==> src/rtl/hazard_ctrl.sv <==
// hazard_ctrl: pipeline sequencing controller for the 5-stage core.
// Produces stall/flush controls for PC, IF/ID, ID/EX and EX/MEM from
// load-use hazards, branch mispredictions and a multi-cycle data-memory
// handshake. A two-state memory-wait FSM carries a timeout watchdog, and
// two event counters (stall cycles, accepted mispredictions) feed debug.
//
// Ports:
//   clk, rst                 clock, synchronous active-high reset
//   id_rs1/id_rs2            source registers of the ID instruction
//   id_use_rs1/id_use_rs2    ID instruction actually reads rs1/rs2
//   ex_rd, ex_mem_read       EX destination register, EX is a load
//   ex_is_branch             EX is a branch/jump
//   ex_br_pred/ex_br_taken   predicted and resolved branch outcome
//   dmem_req/dmem_ready      MEM-stage data-memory handshake
//   fStall,dStall,dFlush     PC hold, IF/ID hold, IF/ID clear
//   eStall,eFlush,mStall     ID/EX hold, ID/EX bubble, EX/MEM+MEM/WB hold
//   pc_redirect              PC takes the EX-corrected target
//   mem_err                  sticky memory-timeout flag
//   stall_cnt, flush_cnt     wrapping event counters
module hazard_ctrl #(
  parameter int unsigned REG_W   = 5,
  parameter int unsigned TIMEOUT = 64,
  parameter int unsigned CNT_W   = 32
) (
  input  logic             clk,
  input  logic             rst,
  input  logic [REG_W-1:0] id_rs1,
  input  logic [REG_W-1:0] id_rs2,
  input  logic             id_use_rs1,
  input  logic             id_use_rs2,
  input  logic [REG_W-1:0] ex_rd,
  input  logic             ex_mem_read,
  input  logic             ex_is_branch,
  input  logic             ex_br_pred,
  input  logic             ex_br_taken,
  input  logic             dmem_req,
  input  logic             dmem_ready,
  output logic             fStall,
  output logic             dStall,
  output logic             dFlush,
  output logic             eStall,
  output logic             eFlush,
  output logic             mStall,
  output logic             pc_redirect,
  output logic             mem_err,
  output logic [CNT_W-1:0] stall_cnt,
  output logic [CNT_W-1:0] flush_cnt
);

  localparam int unsigned WC_W = $clog2(TIMEOUT + 1);

  typedef enum logic {
    IDLE,
    WAIT
  } state_t;

  state_t            state;
  state_t            next_state;
  logic [WC_W-1:0]   wait_cnt;
  logic              freeze;
  logic              mispredict;
  logic              load_use;

  always_comb begin
    next_state  = state;
    freeze      = 1'b0;
    mispredict  = ex_is_branch & (ex_br_pred != ex_br_taken);
    load_use    = ex_mem_read & (ex_rd != '0) &
                  ((id_use_rs1 & (id_rs1 == ex_rd)) |
                   (id_use_rs2 & (id_rs2 == ex_rd)));
    fStall      = 1'b0;
    dStall      = 1'b0;
    dFlush      = 1'b0;
    eStall      = 1'b0;
    eFlush      = 1'b0;
    mStall      = 1'b0;
    pc_redirect = 1'b0;

    unique case (state)
      IDLE: begin
        if (dmem_req && !dmem_ready) begin
          next_state = WAIT;
          freeze     = 1'b1;
        end
      end
      WAIT: begin
        if (dmem_ready) next_state = IDLE;
        else            freeze     = 1'b1;
      end
      default: next_state = IDLE;
    endcase

    // Freeze holds every stage, so a pending mispredict or load-use is
    // simply re-evaluated once memory completes.
    if (!rst) begin
      if (freeze) begin
        fStall = 1'b1;
        dStall = 1'b1;
        eStall = 1'b1;
        mStall = 1'b1;
      end else if (mispredict) begin
        dFlush      = 1'b1;
        eFlush      = 1'b1;
        pc_redirect = 1'b1;
      end else if (load_use) begin
        fStall = 1'b1;
        dStall = 1'b1;
        eFlush = 1'b1;
      end
    end
  end

  always_ff @(posedge clk) begin
    if (rst) begin
      state     <= IDLE;
      wait_cnt  <= '0;
      mem_err   <= 1'b0;
      stall_cnt <= '0;
      flush_cnt <= '0;
    end else begin
      state <= next_state;
      // Only waiting cycles count toward the timeout; the ready cycle
      // returns to IDLE, which clears the count.
      if (state == WAIT && !dmem_ready) begin
        if (wait_cnt != WC_W'(TIMEOUT)) wait_cnt <= wait_cnt + WC_W'(1);
        if (wait_cnt == WC_W'(TIMEOUT - 1)) mem_err <= 1'b1;
      end else begin
        wait_cnt <= '0;
      end
      if (fStall)      stall_cnt <= stall_cnt + CNT_W'(1);
      if (pc_redirect) flush_cnt <= flush_cnt + CNT_W'(1);
    end
  end

endmodule

==> config.mk <==
export PLATFORM = sky130hd
export DESIGN_NAME = hazard_ctrl
export DESIGN_NICKNAME = d
export VERILOG_FILES = /design/src/rtl/hazard_ctrl.sv
export SDC_FILE = /design/constraint.sdc
export NUM_CORES = 1
export LEC_CHECK = 0
export BUFFER_PORTS_ARGS = -buffer_cell sky130_fd_sc_hd__buf_2
export CAP_MARGIN = 10
export CORE_ASPECT_RATIO = 0.7
export CORE_MARGIN = 8
export CORE_UTILIZATION = 53
export CTS_CLUSTER_SIZE = 40
export DETAILED_ROUTE_END_ITERATION = 7
export PLACE_DENSITY_LB_ADDON = 0.3
export SETUP_SLACK_MARGIN = 0.05
export SLEW_MARGIN = 10
export SYNTH_ARGS = -nofsm -noshare
export SYNTH_HDL_FRONTEND = slang
export SYNTH_SLANG_ARGS = --single-unit
==> constraint.sdc <==
create_clock -name clk -period 2.4 [get_ports clk]
set_input_delay 0 -clock clk [delete_from_list [all_inputs] [get_ports clk]]
set_output_delay 0 -clock clk [all_outputs]
set_load 0.02 [all_outputs]
==> qor.yml <==
status:
  status: "complete, no violations"
power:
  peakVddDrop_mv: 0.246
  p_leak_nw: 1.70
  power_density_nw_per_um2: 551
setup_path:
  start_kind: "flop"
  end_kind: "flop"
  required_ps: 2660
  critical_path_class: "flop to flop"
  path_max_fanout: 8
  worstPathArrival_ps: 2470
placed_design:
  dp_cells: 612
  routabilityCongestion: 0.804
  hpwl_um: 6590
  portBuffers: 96
route:
  wire_per_inst_um: 14.3
  vias: 3447
  wl_met1_um: 4300
  wl_met2_um: 3830
  drc: 0
  top_layer: "met4"
  totalWireLength_um: 9020
  drt_first_iter_violations: 282
  drtAntennaViolNets: 0
  wl_met3_um: 815
  vias_per_cell: 5.47
  firstDrtPassIters: 4
global_routing:
  antenna_found_initial: 0
  grt_pass1_vias: 3308
  grt_pass1_wl_um: 15200
  grt_max_degree: 61
  track_usage_pct: 18.8
  grt-ovfl-total: 0
synthesis:
  synth-edff-count: 0
  synthCells: 434
  synth-async-reset-ratio_pct: 0
  yosys.area.top_type_share_pct: 40.5
  yosysWarningCount: 0
  syn-num-nets: 463
  syn_area_um2: 3610
  ys_types: 46
  syn_avg_cell_area_um2: 8.32
  synthFlopType: "dfxtp_1"
  ys_seq_area_share_pct: 40.5
  synth_area_leaders: "dfxtp_1, xnor2_1, a21oi_1, nor2_1, or3_1"
  ys_ff_latch: 73
  yosysTopAreaCell: "dfxtp_1"
cts:
  clk_latency_ps: 350
  cts_root_buffer: "clkbuf_8"
  cts.sinks: 73
  clkTransAtPathRegs_ps: 80
  cts_made_buffers: 9
  cts_buffer_depth: 2
  htree_num_levels: 3
  cts_tree: "yes"
die:
  std_cell_rows: 25
  die_x_um: 115
  num_io_pins: 97
  core_area_um2: 6660
  fp.dieArea_um2: 9760
  start_util_pct: 54.2
  fp.dieH_um: 85.1
timing:
  rsz0062_at_grt: "no"
  finalHoldViolations: 0
  fin_crit_sh_pct: 91.9
  maxSlewHeadroom_pct: 58.0
  setup_violations: 0
  fin_setup_tns_ps: 0
  tightest_slew_ps: 630
  fmax_ghz: 0.453
  fin_crit_ps: 2210
  slew_violations: 0
  finalClockSkew_ps: 10.3
finish:
  layout-drive-gt1-share_pct: 25.2
  layout.cells.most_common_list: "buf_2, dfxtp_1, nor2_1"
  fin_cells: 630
  final_common_cell: "buf_2"
  nFillCells: 589
  layout.nets: 560
  area_delta_synth_final_pct: 22.4
  multi_input_area_um2: 1980
  final_core_util_pct: 66.3
  antennaDiodeCount: 0
  regArea_um2: 1460
worst_hold_path:
  hold_class: "primary input to flop"
job:
  cap_violations: 0
-- cells by family (layout without fill, tap and decap cells) --
family	after synthesis	after routing	synth area share [%]
and+or+nand+nor	193	193	29.4
AOI/OAI and AO/OA	84	84	13.3
DFF	73	73	40.5
xor gates and xnor gates	42	42	10.2
buffers and inverters	37	139	4.95
adders and majority gates	4	4	1.39
muxes	1	1	0.277
-- Yosys cell counts, types with 3 or more instances --
master	number
dfxtp_1	73
nor2_1	43
a21oi_1	38
xnor2_1	32
nand2_1	27
nand3_1	26
o21ai_0	26
or3_1	24
nand4_1	16
inv_1	14
nor3_1	12
or4_1	12
o31ai_1	11
clkbuf_1	10
xor2_1	10
and3_1	7
buf_4	6
ha_1	4
nor4_1	4
and2_1	3
buf_2	3
nor2b_1	3
-- metal layers --
layer | global-route usage, % | vias up
met1 | 24.5 | 1569
met4 | 4.09 | 0
met3 | 7.44 | 9
met5 | 0 | -
met2 | 28.5 | 127
li1 | - | 1742
-- worst max-delay path, stage by stage (launching register included) --
cell and delay [ps]:
dfxtp_1 420, and4_4 270, nand4_4 140, or4_4 630, or4_1 490, a21oi_1 170
-- repair_timing --
| action | 4_1_cts | 5_1_grt |
|---|---|---|
| endpoints found under the hold margin | 9 | 0 |
| buffers inserted | 0 | 0 |
| hold buffers | 2 | 0 |
| setup endpoints to repair | 0 | 4 |
| gates resized for setup | 0 | 1 |
-- per-stage QoR --
| step | power, mW | area, um2 | setup WS, ps | hold WS (ps) |
|---|---|---|---|---|
| final | 2.44 | 4420 | 195 | 127 |
| after global routing | 2.53 | 4420 | 89.3 | 144 |
| after CTS | 2.47 | 4420 | 83.5 | 115 |
| after detailed placement | 1.39 | 4180 | 113 | 327 |
| after global placement | 1.39 | 4180 | 228 | 322 |
| after floorplan | 1.34 | 3610 | 128 | 232 |
-- final cells by class --
class	count	share of cell area, %
tap	94	2.66
clock inverter	7	2.12
clock buffer	9	2.80
inverter	14	1.19
sequential	73	33.1
timing repair buffer	109	13.5
multi-input combinational	324	44.7
-- final timing paths --
check	from	end	slack [ps]	depth (start not counted)
worst min-delay path	dmem_req	state	130	3
worst max-delay path	stall_cnt[5]	stall_cnt[29]	190	5
worst max register to register	stall_cnt[5]	stall_cnt[29]	190	5
worst min register to register	mem_err	mem_err	480	2
-- sequential cells by signal, indices dropped and copies added, names as in the netlist --
| signal | count |
|---|---|
| stall_cnt | 32 |
| flush_cnt | 32 |
| mem_err | 1 |
| wait_cnt | 7 |
| state | 1 |
-- where the power goes --
group	switching (mW)	total, mW	internal, mW	leakage (nW)
combinational	0.0861	0.142	0.0560	1.00
sequential	0.00754	1.22	1.22	0.588
clock	0.487	1.07	0.585	0.106
total	0.580	2.44	1.86	1.70
(Power assumes the default switching activity.)
